===== config.mk =====
export PLATFORM = sky130hd
export DESIGN_NAME = msk_demod_diff
export DESIGN_NICKNAME = d
export VERILOG_FILES = /design/src/rtl/msk_demod_diff.sv
export SDC_FILE = /design/constraint.sdc
export NUM_CORES = 2
export LEC_CHECK = 0
export CAP_MARGIN = 20
export CELL_PAD_IN_SITES_DETAIL_PLACEMENT = 1
export CELL_PAD_IN_SITES_GLOBAL_PLACEMENT = 1
export CORE_MARGIN = 1.5
export CORE_UTILIZATION = 50
export DETAILED_ROUTE_END_ITERATION = 10
export PLACE_DENSITY_LB_ADDON = 0.1
export SYNTH_ARGS = -nofsm -noshare
export SYNTH_HDL_FRONTEND = slang
export SYNTH_SLANG_ARGS = --single-unit

===== constraint.sdc =====
create_clock -name clk -period 11.1 [get_ports clk]
set_input_delay 1.665 -clock clk [delete_from_list [all_inputs] [get_ports clk]]
set_output_delay 1.665 -clock clk [all_outputs]
set_load 0.05 [all_outputs]

===== src/rtl/msk_demod_diff.sv =====
// Differential MSK demodulator, one I/Q sample per symbol strobe.
// Cross product Q*I_prev - I*Q_prev feeds hard bit, rounded/saturated soft value and a symbol counter.
module msk_demod_diff #(
    parameter int IQ_W       = 16,
    parameter int SOFT_W     = 8,
    parameter int SOFT_SHIFT = 24,
    parameter int INVERT     = 0,
    parameter int CNT_W      = 16
) (
    input  logic                     clk,
    input  logic                     reset_n,
    input  logic                     sym_val_i,
    input  logic signed [IQ_W-1:0]   i_in,
    input  logic signed [IQ_W-1:0]   q_in,
    input  logic                     resync_i,
    output logic                     data_out,
    output logic signed [SOFT_W-1:0] soft_out,
    output logic                     sat_o,
    output logic                     data_val,
    output logic [CNT_W-1:0]         sym_cnt_o
);

    localparam int PW = 2 * IQ_W;
    localparam int DW = PW + 1;
    localparam int EW = PW + 2;

    // Rounding offset 2^(SOFT_SHIFT-1); a zero shift needs no offset.
    localparam logic signed [EW-1:0] RND =
        (SOFT_SHIFT > 0) ? (EW'(1) <<< ((SOFT_SHIFT > 0) ? SOFT_SHIFT - 1 : 0)) : '0;
    localparam logic signed [EW-1:0] SMAX = (EW'(1) <<< (SOFT_W - 1)) - EW'(1);
    localparam logic signed [EW-1:0] SMIN = -SMAX - EW'(1);

    typedef enum logic {ST_PRIME, ST_RUN} state_t;

    state_t r_state;
    state_t w_state_next;
    logic   w_launch;
    logic   w_load_prev;
    logic   w_clear_prev;

    logic signed [IQ_W-1:0] r_i_prev;
    logic signed [IQ_W-1:0] r_q_prev;

    logic                 r_v1;
    logic                 r_v2;
    logic signed [PW-1:0] r_pa;
    logic signed [PW-1:0] r_pb;
    logic signed [DW-1:0] r_imag;

    logic signed [PW-1:0]     w_pa;
    logic signed [PW-1:0]     w_pb;
    logic signed [DW-1:0]     w_diff;
    logic signed [EW-1:0]     w_sum;
    logic signed [EW-1:0]     w_round;
    logic                     w_hi;
    logic                     w_lo;
    logic signed [SOFT_W-1:0] w_soft;

    logic                     r_data;
    logic signed [SOFT_W-1:0] r_soft;
    logic                     r_sat;
    logic                     r_val;
    logic [CNT_W-1:0]         r_cnt;

    always_ff @(posedge clk or negedge reset_n) begin
        if (!reset_n) begin
            r_state <= ST_PRIME;
        end else begin
            r_state <= w_state_next;
        end
    end

    // A strobe coinciding with resync becomes the new prime sample.
    always_comb begin
        w_state_next = r_state;
        w_launch     = 1'b0;
        w_load_prev  = 1'b0;
        w_clear_prev = 1'b0;
        if (resync_i) begin
            if (sym_val_i) begin
                w_load_prev  = 1'b1;
                w_state_next = ST_RUN;
            end else begin
                w_clear_prev = 1'b1;
                w_state_next = ST_PRIME;
            end
        end else if (sym_val_i) begin
            w_load_prev  = 1'b1;
            w_state_next = ST_RUN;
            w_launch     = (r_state == ST_RUN);
        end
    end

    always_ff @(posedge clk or negedge reset_n) begin
        if (!reset_n) begin
            r_i_prev <= '0;
            r_q_prev <= '0;
        end else if (w_load_prev) begin
            r_i_prev <= i_in;
            r_q_prev <= q_in;
        end else if (w_clear_prev) begin
            r_i_prev <= '0;
            r_q_prev <= '0;
        end
    end

    // Both operands sign-extended to PW bits; the product fits exactly.
    assign w_pa   = PW'(q_in) * PW'(r_i_prev);
    assign w_pb   = PW'(i_in) * PW'(r_q_prev);
    assign w_diff = DW'(r_pa) - DW'(r_pb);

    always_ff @(posedge clk or negedge reset_n) begin
        if (!reset_n) begin
            r_v1   <= 1'b0;
            r_v2   <= 1'b0;
            r_pa   <= '0;
            r_pb   <= '0;
            r_imag <= '0;
        end else begin
            r_v1   <= w_launch;
            r_pa   <= w_pa;
            r_pb   <= w_pb;
            r_v2   <= r_v1;
            r_imag <= (INVERT != 0) ? -w_diff : w_diff;
        end
    end

    assign w_sum   = EW'(r_imag) + RND;
    assign w_round = w_sum >>> SOFT_SHIFT;
    assign w_hi    = (w_round > SMAX);
    assign w_lo    = (w_round < SMIN);

    always_comb begin
        w_soft = w_round[SOFT_W-1:0];
        if (w_hi) begin
            w_soft = SMAX[SOFT_W-1:0];
        end else if (w_lo) begin
            w_soft = SMIN[SOFT_W-1:0];
        end
    end

    always_ff @(posedge clk or negedge reset_n) begin
        if (!reset_n) begin
            r_data <= 1'b0;
            r_soft <= '0;
            r_sat  <= 1'b0;
            r_val  <= 1'b0;
            r_cnt  <= '0;
        end else begin
            r_val <= r_v2;
            if (r_v2) begin
                r_data <= ~r_imag[DW-1];
                r_soft <= w_soft;
                r_sat  <= w_hi | w_lo;
                r_cnt  <= r_cnt + CNT_W'(1);
            end
        end
    end

    assign data_out  = r_data;
    assign soft_out  = r_soft;
    assign sat_o     = r_sat;
    assign data_val  = r_val;
    assign sym_cnt_o = r_cnt;

endmodule


==> results.py <==
metrics = {
    "run_status": {
        "run_status": "finished clean",
    },
    "finish": {
        "fillers": 5700,
        "area_growth_pct": 7.054,
        "nets": 3410,
        "layout_common_cells": "inv_1, fa_1, nand2_1",
        "final_common_cell": "inv_1",
        "final_layout_size_suffix_gt1_share_pct": 2.026,
    },
    "detailed_routing": {
        "viasPerCell": 5.368,
        "wl_per_cell_um": 19.98,
        "drtAntennaViolNets": 0,
        "drt_first_pass_iters": 5,
        "wl_mm": 66.71,
        "drtIter0Drc": 808,
        "drcViolationCount": 0,
        "num_vias": 17930,
    },
    "critical_path": {
        "path_class": "input port to flop",
        "worstPathRequired_ps": 11410,
        "reg2regPathDepth": 18,
        "arrival_ps": 8840,
        "r2r-start": "r_q_prev[11]",
        "critPathCaptureType": "flop",
        "cp_max_fo": 17,
        "startpoint_type": "input port",
        "r2r-end": "r_pb[30]",
        "r2r_slack_ps": 4020,
    },
    "synth": {
        "async_reset_ff_share_pct": 100.0,
        "netlist_area_um2": 25200,
        "synth_edf_count": 0,
        "synth_simple_gate_area_share_pct": 15.27,
        "seq_area_frac_synth_pct": 13.50,
        "syn_nets": 3412,
        "synth_compound_area_share_pct": 6.220,
        "synth_ff_type": "dfrtp_1",
        "synth_warnings": 0,
        "synth_fa_ha_area_share_pct": 51.40,
        "yosysUniqueCellTypes": 69,
        "avgSynthCellArea_um2": 9.493,
        "synthXorXnorAreaFrac_pct": 3.127,
        "synth_mux_area_share_pct": 0.1688,
        "syn_inst": 2655,
        "ys_seq_elements": 136,
        "synth_top_family_by_area": "adder cells",
    },
    "cts": {
        "root_buffer": "clkbuf_16",
        "cts_htree_levels": 4,
        "path_clk_slew_ps": 70,
        "ctsHoldBuffers": 0,
        "cts_buffers": 17,
        "tritoncts": "yes",
        "cts_max_path_buffers": 2,
        "cts_setup_buffers": 0,
        "clock_latency_ps": 450,
        "cts.sinks": 136,
        "cts-resized-gates": 0,
    },
    "floorplanning": {
        "dieWidth_um": 227.5,
        "die-area_um2": 51770,
        "core_area_um2": 49970,
        "die_h_um": 227.5,
        "pin_count": 63,
        "start_util_pct": 50.44,
        "rows": 82,
    },
    "timing": {
        "hold_viol_final": 0,
        "setup_viol": 0,
        "drv_slew": 0,
        "fmax_ghz": 0.1172,
        "finalCritPeriodShare_pct": 76.84,
        "finalSetupTns_ps": 0,
        "rsz0062_at_grt": "false",
        "maxSlewHeadroom_pct": 32.71,
        "final.min_clock_period_ps": 8529,
        "finalClockSkew_ps": 17.62,
        "worst_slew_pin_slew_ps": 1006,
    },
    "place": {
        "post-dp-hpwl_mm": 54.08,
        "globalplace.congestion": 0.8597,
        "portBuffers": 62,
    },
    "global_route": {
        "grt_use_total_pct": 27.84,
        "grt_pass1_vias": 20970,
        "overflow": 0,
        "grt_antenna_before_repair": 2,
        "grt_pass1_wl_mm": 109.6,
        "grt_max_degree": 91,
    },
    "hold_path": {
        "worst_hold_path_type": "flop to flop",
        "hold_depth": 0,
        "min_from": "r_v1",
        "min_to": "r_v2",
    },
    "run": {
        "max_cap_violations": 0,
    },
}
worst max-delay path by stage:
stage                   from        to  slack (ps)  depth (start not counted)
floorplan           i_in[15]  r_pb[30]        3900                         20
global placement    i_in[11]  r_pb[30]        2290                         20
detailed placement  i_in[11]  r_pb[30]        2230                         20
CTS                 i_in[11]  r_pb[30]        2660                         20
global route        i_in[11]  r_pb[30]        2290                         20
finish              i_in[11]  r_pb[30]        2570                         20
sequential cells by signal (all words and copies together) (netlist names):
name       count
sym_cnt_o     16
r_state        1
sat_o          1
r_pb          32
data_val       1
r_i_prev      16
data_out       1
r_pa          32
soft_out       8
r_v1           1
r_imag        10
r_v2           1
r_q_prev      16
logic make-up (layout without fill, tap and decap cells):
family,Yosys count,after routing
mux,4,4
compound gates,238,238
buf+inv,692,703
xor+xnor,90,90
other cells,0,1
fa+ha+maj,721,721
simple gates,774,774
flops,136,136
through the flow:
step           setup slack [ps]  util (%)  instances  instance area (µm²)  hold slack, ps
2_1_floorplan              3898         -       2655                25200           331.2
3_3_place_gp               2294     52.76       3306                26360           334.3
3_5_place_dp               2225     52.76       3306                26360           345.8
4_1_cts                    2664     54.00       3338                26980           361.2
5_1_grt                    2292     54.00       3338                26980           371.4
6_report                   2571     54.00       3339                26980           357.2
layout make-up:
type                            instances  area (µm²)  area share (%)
Inverter                              606        2275           8.430
Clock buffer                           17       425.4           1.577
Timing Repair Buffer                   65       639.4           2.370
Clock inverter                         15       193.9          0.7188
Multi-Input combinational cell       1827       19200           71.17
Antenna cell                            1       2.502        0.009274
Sequential cell                       136        3403           12.61
Tap cell                              672       840.8           3.116
critical path: stages:
cell and delay (ps):
clkdlybuf4s50_1 910, and2_1 400, fa_1 540, inv_1 50, fa_1 490, fa_1 520, inv_1 60, fa_1 490
fa_1 490, inv_1 50, fa_1 470, inv_1 40, ha_1 490, nand4_1 240, nor3_1 260, nor3b_1 660
o211ai_2 250, a211oi_1 460, or4_1 190, o2111ai_1 110
per-layer routing:
metal  wire length (µm)  vias up  track usage, %  share of wire [%]
li1                   -     7939               -                  -
met1              27320     9543           34.31                 41
met2              35560      318           51.09                 53
met3               1916      123           2.749                2.9
met4               1907        2           8.994                2.9
met5                 11        -               0              0.016
synth_stat cells (3+ instances only):
library cell,instances,area (µm²)
a211o_1,5,43.79
a211oi_1,12,90.09
a21o_1,16,120.1
a21oi_1,61,305.3
a31o_2,3,26.28
a31oi_1,4,25.02
and2_1,253,1583
and3_1,9,56.30
and4_1,3,26.28
clkbuf_1,83,311.6
dfrtp_1,136,3403
fa_1,524,10490
ha_1,197,2465
inv_1,606,2275
nand2_1,309,1160
nand2b_1,40,250.2
nand3_1,19,95.09
nand4_1,8,50.05
nor2_1,87,326.6
nor2b_1,9,56.30
nor3_1,16,80.08
o2111ai_1,3,26.28
o211ai_1,11,82.58
o21a_1,13,97.59
o21ai_0,61,305.3
o21ai_1,7,35.03
o21bai_1,3,22.52
o31a_1,3,26.28
o31ai_1,4,30.03
or3_1,5,31.28
or4_1,4,30.03
xnor2_1,60,525.5
xor2_1,30,262.8
Power is left out: the tool's default activity adds up to more than one toggle a clock period on the data nets, which glitch-free logic cannot reach.
